==> src/rtl/puerto_tx_serie_pkg.sv <==
// puerto_tx_serie_pkg: shared state encodings, frame constants and status bit positions
package puerto_tx_serie_pkg;
  typedef enum logic [1:0] {IDLE = 2'd0, START = 2'd1, DATA = 2'd2, STOP = 2'd3} state_t;
  localparam int DATA_BITS = 8;
  localparam int FRAME_BITS = 10;
  localparam int BUSY = 7;
  localparam int HOLD = 6;
  localparam int OVR = 5;
endpackage

==> src/rtl/puerto_tx_serie_divisor_baudios.sv <==
// divisor_baudios: bit-period counter emitting a one-cycle bit_end tick every CLKS_PER_BIT cycles
module divisor_baudios #(
  parameter int CLKS_PER_BIT = 4
) (
  input  logic clk,
  input  logic reset,
  input  logic en,
  input  logic restart,
  output logic bit_end
);
  localparam int W = $clog2(CLKS_PER_BIT);
  localparam logic [W-1:0] LAST = W'(CLKS_PER_BIT - 1);
  logic [W-1:0] cnt;
  assign bit_end = en && cnt == LAST;
  always_ff @(posedge clk)
    if (reset || restart) cnt <= '0;
    else if (en) cnt <= bit_end ? '0 : cnt + W'(1);
endmodule

==> src/rtl/registro_en.sv <==
// registro_en: enabled register with synchronous reset
module registro_en #(
  parameter int W = 8
) (
  input  logic         clk,
  input  logic         reset,
  input  logic         en,
  input  logic [W-1:0] d,
  output logic [W-1:0] q
);
  always_ff @(posedge clk)
    if (reset) q <= '0;
    else if (en) q <= d;
endmodule

==> src/rtl/puerto_tx_serie.sv <==
// puerto_tx_serie: 8N1 serial transmitter with a one-byte holding buffer, status port and completion pulse
module puerto_tx_serie
  import puerto_tx_serie_pkg::*;
#(
  parameter int CLKS_PER_BIT = 4
) (
  input  logic       clk,
  input  logic       reset,
  input  logic       we,
  input  logic [7:0] din,
  input  logic       clr,
  output logic       tx,
  output logic       busy,
  output logic [7:0] status,
  output logic       int_tx
);
  state_t state, state_n;
  logic [DATA_BITS-1:0] hold, shifter, shifter_n;
  logic [2:0] idx, idx_n;
  logic hold_full, overrun, bit_end, drain, accept, tx_n;
  divisor_baudios #(.CLKS_PER_BIT(CLKS_PER_BIT)) u_div (
    .clk, .reset, .en(state != IDLE), .restart(state == IDLE), .bit_end
  );
  registro_en #(.W(DATA_BITS)) u_hold (.clk, .reset, .en(accept), .d(din), .q(hold));
  assign int_tx = state == STOP && bit_end;
  // hold empties when the FSM picks it up, either from IDLE or at the end of a stop bit
  assign drain = hold_full && (state == IDLE || int_tx);
  assign accept = we && (!hold_full || drain);
  assign busy = state != IDLE || hold_full;
  always_comb begin
    status = '0;
    status[BUSY] = busy;
    status[HOLD] = hold_full;
    status[OVR] = overrun;
  end
  always_comb begin
    state_n = state;
    shifter_n = shifter;
    idx_n = idx;
    if (drain) begin
      state_n = START;
      shifter_n = hold;
    end else if (bit_end) begin
      case (state)
        START: begin
          state_n = DATA;
          idx_n = '0;
        end
        DATA: begin
          shifter_n = shifter >> 1;
          idx_n = idx + 3'd1;
          state_n = idx == 3'(DATA_BITS - 1) ? STOP : DATA;
        end
        STOP: state_n = IDLE;
        default: state_n = state;
      endcase
    end
    // line level follows the state being entered so tx is a clean register output
    tx_n = state_n == START ? 1'b0 : state_n == DATA ? shifter_n[0] : 1'b1;
  end
  always_ff @(posedge clk)
    if (reset) begin
      state <= IDLE;
      shifter <= '0;
      idx <= '0;
      hold_full <= 1'b0;
      overrun <= 1'b0;
      tx <= 1'b1;
    end else begin
      state <= state_n;
      shifter <= shifter_n;
      idx <= idx_n;
      hold_full <= accept || (hold_full && !drain);
      overrun <= (we && !accept) || (overrun && !clr);
      tx <= tx_n;
    end
endmodule

==> config.mk <==
export PLATFORM = sky130hd
export DESIGN_NAME = puerto_tx_serie
export DESIGN_NICKNAME = d
export VERILOG_FILES = /design/src/rtl/puerto_tx_serie_pkg.sv /design/src/rtl/puerto_tx_serie_divisor_baudios.sv /design/src/rtl/registro_en.sv /design/src/rtl/puerto_tx_serie.sv
export SDC_FILE = /design/constraint.sdc
export NUM_CORES = 1
export LEC_CHECK = 0
export BUFFER_PORTS_ARGS = -buffer_cell sky130_fd_sc_hd__buf_2
export CORE_MARGIN = 10
export CORE_UTILIZATION = 57
export CTS_CLUSTER_DIAMETER = 200
export DETAILED_ROUTE_END_ITERATION = 10
export PLACE_DENSITY_LB_ADDON = 0.2
export SYNTH_ARGS = -nofsm -noshare
export SYNTH_HDL_FRONTEND = slang
export SYNTH_SLANG_ARGS = --single-unit
==> constraint.sdc <==
create_clock -name clk -period 3.6 [get_ports clk]
set_clock_uncertainty 0.15 [all_clocks]
set_input_delay 0.54 -clock clk [delete_from_list [all_inputs] [get_ports clk]]
set_output_delay 0.54 -clock clk [all_outputs]
set_load 0.01 [all_outputs]
======== Yosys cells after proc, flatten, opt, wreduce, memory -nomap -nowiden ========
Index checks and enable logic that the tools add are counted.
operators by class
  add/subtract/negate cells ............... 2
  eq/ne operators ......................... 7
  mux-type cells .......................... 11
  bitwise logic cells ..................... 1
  reductions and logical operators ........ 24
operator list
  kind                                                  number
  2-to-1 mux 8 bit                                      3
  equality test 2 bit (second input constant)           4
  nonzero test 2 bit                                    4
  logical AND 1 bit                                     7
  logical OR 1 bit                                      6
  2-to-1 mux 2 bit                                      3
  case mux 2 bit (3 select lines)                       1
  case mux 3 bit (2 select lines)                       1
  equality test 2 x 1 -> 1 bit (second input constant)  2
  logical NOT 1 bit                                     4
  adder 3 x 1 -> 3 bit (second input constant)          1
  equality test 3 bit (second input constant)           1
  2-to-1 mux 1 bit                                      3
  AND reduction 3 bit                                   1
  adder 2 x 1 -> 2 bit (second input constant)          1
  logical NOT 2 bit                                     1
  AND reduction 2 bit                                   1
  NOT 1 bit                                             1
storage, ports and cells
  bits in registers ....................... 26
  input port bits ......................... 12

======== Longest topological paths before layout ========
  depth in word-level cells ............... 10
  depth in mapped cells ................... 8
  gate-level depth less buffers ........... 6

======== By module ========
Synthesis repeated with hierarchy kept, for this count alone.
second synthesis, totals
  cell total of the unflattened synthesis .. 135
  area total of the unflattened synthesis .. 1293.7 um2
by module, submodules not included
  module           instances  cells an instance  area each (um2)  seq. area each (um2)
  puerto_tx_serie  1          100                907.1            320.3
  registro_en      1          26                 285.3            160.2
  divisor_baudios  1          9                  101.3            40.0

======== Worst setup path before layout ========
Ideal clock, no wire load.
  path type ............................... reg2out
  start ................................... reg state[1]
  end ..................................... out int_tx
  arrival time ............................ 1.163 ns
  path slack .............................. 1.747 ns
  cell stages (with the launch flop) ...... 7
  path buffers ............................ 2
  path through ............................ dfxtp_1 -> inv_1 -> ha_1 -> buf_2 -> nor2b_4 -> buf_4 -> and2_1
on the way
  longest elaborated chain between the ends .. 3
  elaborated cells on any way between the ends .. 4
  classes of those cells .................. eq/ne: 1; reduce/logical: 3
ends and longest elaborated chain
  what                    line                                   source
  start, declared         puerto_tx_serie.sv:17                  state_t state, state_n;
  start signal, assigned  puerto_tx_serie.sv:70                  state <= state_n;
  nonzero test 2 bit      puerto_tx_serie.sv:22                  .clk, .reset, .en(state != IDLE), .restart(state == IDLE), .bit_end
  logical AND 1 bit       puerto_tx_serie_divisor_baudios.sv:14  assign bit_end = en && cnt == LAST;
  logical AND 1 bit (*)   puerto_tx_serie.sv:25                  assign int_tx = state == STOP && bit_end;
  end, declared           puerto_tx_serie.sv:15                  output logic int_tx
Every way passes the cells marked *; elsewhere a longest branch is shown, timed or not.

======== Final worst setup path ========
Ends and elaborated chain as after synthesis.

==> results.txt <==
* Signed area change from the synthesized netlist to the final layout: 4.948%
- Data arrives at the worst endpoint at 1720 ps.
- Kind of start point of the critical path: flip-flop
- Final GP Congestion: 0.7352
* Antenna fix cells: 0
- The via count of the first global-routing pass is 896.
- Number of placed cells counting well taps: ~170
- Synth Flop Type: sky130_fd_sc_hd__dfxtp_1
- Clock tree sinks: 26
* Relative contribution of combinational cells to total power: a little over a fifth
- Entering global routing, the biggest net connects 27 pins.
- The final max-slew violation count was 0.
* Vias after detailed routing: 924
- Start-to-end type of the worst setup path: flip-flop to output pin
* Routed Wire Length: roughly 2300 um
- DRC violation count after routing: 0
- Setup crit end kind: output pin
- Remaining antenna violation count after routing: 0
- Cell at the root of the clock tree: sky130_fd_sc_hd__clkbuf_4
- Global-route wire length before repair: 3815 um
* CP startpoint: state[1]$_SDFF_PP0_
- Final critical-path share of the clock period: 66.99%
- Power density normalized to cell area: about 470 mW/mm^2
- On the final layout, the worst hold slack is 293.2 ps.
- Derived from the worst setup path, the maximum achievable clock frequency is 414.7 MHz.
- Fraction of final layout cells sized beyond drive strength 1: 17.61%
- In this run the static leakage power is 0.5540 nW.
- Setup violators final: 0
- Per report_power, the sequential group accounts for 54.7% of the total.
- Tmin final: 2412 ps
- Synth Area per Inst: 9.057 um^2
* Net switching power: 0.1718 mW
- HPWL reported at the end of detailed placement: 1708 um
- Yosys warning total: 0
- Counting distinct cell types in the post-synthesis netlist gives 30.
- Along the worst path, the maximum fanout reaches 13.
- Iter 0 DRT Violations: 35
- Crit-path slowest cell: sky130_fd_sc_hd__dfxtp_1
* Final core utilization: 63.63%
* Highest ir drop seen on vdd: 0.3762 mV
* Count of H-tree levels built during CTS: 1
* Crit path required time: 2910 ps
* Post-Route Setup TNS: 0 ps
* Latest clock arrival within the worst-skew pair: roughly 320 ps
- Counting flops and latches in the post-synthesis netlist gives 26.
- Setup bufs post-CTS: 0
- Global routing used 10.71% of the available tracks across all layers.
- In this run the cell area of the synthesized design comes to 0.001214 mm^2.
- Once the clock tree was built, the resizer swapped 0 gates to a different size.
* Initial cell density of the core: 60.62%
- Final global-route overflow total: 0
- Input and output buffers added on the ports amount to 17.
- Iteration count of the initial detailed-routing pass: 4
* Switching share of power: just under 30%
- Worst hold start: we
* Clock network fraction of total power: 24.5%
- Buffers & Inverters on Critical Path: 2
- Clock-pin slew was measured on the worst setup and hold paths at about 130 ps.
- Antenna violations before repair: 0
* Sum of internal, switching and leakage power: 0.5965 mW
* Final standard cell count with taps included and fillers excluded: 169
- The tool flagged a number of max-cap violations equal to 0.
* Unrepaired setup endpoints after global routing: false
* Inserted Clock Buffers: 3
- Cells after synthesis: roughly 130
- Worst-case clock buffer depth: 2
* Start of the worst register-to-register path: state[0]$_SDFF_PP0_
- # hold bufs at CTS: 0
- DR WL/cell: 13.80 um
- Horizontal die dimension: 66.15 um
* Worst path cell trace: inv_1 -> ha_1 -> nor2b_4 -> and2_1 -> buf_2
- Count of endpoints failing hold in the final timing report: 0
* Number of top-level pins: 23
- In this run the tightest slew margin relative to its limit is 34.84%.
- Worst hold path type: input port to flip-flop
- Part of the Yosys area used for sequential elements: 42.89%
- Count of nets after finishing: 161
* Die ar.: roughly 0.0044 mm^2
- The synthesized design contains 0 enable-type register cells.
- In the routed layout, each cell is associated on average with a via count of 5.467.
- The kind of cell with the highest combined delay along the critical path is simple AND/OR/NAND/NOR gates.
- Transition time at the pin with the least slew margin: 975.4 ps
* Worst path max stage delay: 400 ps
- TritonCTS clock tree: done
- Internal power comes to 0.4246 mW.
- Y dimension of the die: 66.15 um
- Status: complete, no violations
- Cell row count: 16
- The core region is 0.002002 mm^2.
- Of all flip-flops after synthesis, the portion carrying an async set or reset was 0%.
-- Yosys cell counts (2+ instances only) --
cell type	instances	area, um^2
sky130_fd_sc_hd__ha_1	6	75.07
sky130_fd_sc_hd__a21oi_1	6	30.03
sky130_fd_sc_hd__nand2_1	13	48.80
sky130_fd_sc_hd__a211oi_1	2	15.01
sky130_fd_sc_hd__inv_1	4	15.01
sky130_fd_sc_hd__nand4_1	2	12.51
sky130_fd_sc_hd__a311oi_1	6	52.55
sky130_fd_sc_hd__nor2_1	18	67.56
sky130_fd_sc_hd__buf_4	12	90.09
sky130_fd_sc_hd__clkbuf_1	4	15.01
sky130_fd_sc_hd__nand3_1	8	40.04
sky130_fd_sc_hd__nand4b_1	2	17.52
sky130_fd_sc_hd__mux2i_1	9	90.09
sky130_fd_sc_hd__dfxtp_1	26	520.5
-- power groups by stage --
stage                     sequential, mW  clock (mW)  combinational (mW)
after global routing               0.329       0.161               0.140
after global placement             0.332           0               0.120
final                              0.326       0.146               0.124
after floorplan                    0.330           0               0.105
after detailed placement           0.332           0               0.124
after CTS                          0.326       0.152               0.125
-- metal layers --
layer | wire, um | track usage, % | share of wire [%] | up-vias
met4 | 10 | 2.356 | 0.43 | 0
met5 | 0 | 0 | 0 | -
li1 | - | - | - | 470
met1 | 993 | 10.93 | 43 | 426
met2 | 1137 | 19.50 | 49 | 25
met3 | 191 | 4.746 | 8.2 | 3
-- cells by family (layout without fill, tap and decap cells) --
logic type               count (synthesis)  count (layout)  synth area share, %
other                                    1               5               0.3090
AO/OA/AOI/OAI                           21              21                12.68
buffers and inverters                   21              25                10.31
adder cells (fa/ha/maj)                  6               6                6.185
multiplexers                             9               9                7.423
flip-flops                              26              26                42.89
AND/OR/NAND/NOR                         50              50                20.21
-- final timing paths --
kind,end,slack (ps),cells after the start
hold / removal,hold_full$_SDFF_PP0_,290,3
setup reg to reg,u_hold.q[2]$_SDFFE_PP0P_,1240,6
setup / recovery,int_tx,1190,5
hold reg to reg,u_div.cnt[0]$_SDFFE_PP0N_,300,1
-- per-stage QoR --
step | worst slack [ps] | instance area, um^2
floorplan | 1747 | 1229
global placement | 1349 | 1237
detailed placement | 1253 | 1237
CTS | 1187 | 1274
global route | 1084 | 1274
finish | 1188 | 1274
-- worst register-to-register path: stages (launching register included) --
cell,delay (ps)
sky130_fd_sc_hd__dfxtp_1,340
sky130_fd_sc_hd__inv_1,90
sky130_fd_sc_hd__ha_1,370
sky130_fd_sc_hd__a21oi_1,150
sky130_fd_sc_hd__a21boi_1,800
sky130_fd_sc_hd__mux2i_1,280
sky130_fd_sc_hd__nor2_1,60
-- flip-flops by register name, indices dropped and copies added (netlist names) --
name       count
idx            3
shifter        8
tx             1
state          2
hold_full      1
overrun        1
u_hold.q       8
u_div.cnt      2
-- placed cells by master (no fill, tap or decap) --
| master | synthesis | final |
|---|---|---|
| sky130_fd_sc_hd__and3b_4 | 1 | 1 |
| sky130_fd_sc_hd__a311o_1 | 1 | 1 |
| sky130_fd_sc_hd__a311oi_1 | 6 | 6 |
| sky130_fd_sc_hd__nor2_1 | 18 | 18 |
| sky130_fd_sc_hd__nand4_1 | 2 | 2 |
| sky130_fd_sc_hd__nor2b_1 | 1 | 1 |
| sky130_fd_sc_hd__a31oi_1 | 1 | 1 |
| sky130_fd_sc_hd__o221a_2 | 1 | 1 |
| sky130_fd_sc_hd__a21o_1 | 1 | 1 |
| sky130_fd_sc_hd__buf_2 | 1 | 17 |
| sky130_fd_sc_hd__a211oi_1 | 2 | 2 |
| sky130_fd_sc_hd__inv_1 | 4 | 4 |
| sky130_fd_sc_hd__nor2b_4 | 1 | 1 |
| sky130_fd_sc_hd__o21ai_0 | 1 | 1 |
| sky130_fd_sc_hd__a32oi_1 | 1 | 1 |
| sky130_fd_sc_hd__nor4_1 | 1 | 1 |
| sky130_fd_sc_hd__nand2_2 | 1 | 1 |
| sky130_fd_sc_hd__nand3_1 | 8 | 8 |
| sky130_fd_sc_hd__dfxtp_1 | 26 | 26 |
| sky130_fd_sc_hd__conb_1 | 1 | 5 |
| sky130_fd_sc_hd__clkbuf_8 | 0 | 1 |
| sky130_fd_sc_hd__a21boi_1 | 1 | 1 |
| sky130_fd_sc_hd__and2_1 | 1 | 1 |
| sky130_fd_sc_hd__nor3b_1 | 1 | 1 |
| sky130_fd_sc_hd__clkbuf_4 | 0 | 3 |
| sky130_fd_sc_hd__nand2_1 | 13 | 13 |
| sky130_fd_sc_hd__a21oi_1 | 6 | 6 |
| sky130_fd_sc_hd__nand4b_1 | 2 | 2 |
| sky130_fd_sc_hd__mux2i_1 | 9 | 9 |
| sky130_fd_sc_hd__ha_1 | 6 | 6 |
-- layout make-up --
class	count	area (um^2)
Sequential cell	26	520.5
Clock buffer	4	36.28
Tap cell	27	33.78
Inverter	4	15.01
Timing Repair Buffer	17	85.08
Multi-Input combinational cell	91	583.1
Fill cell	191	728.2
Power figures use the tool's default switching activity.
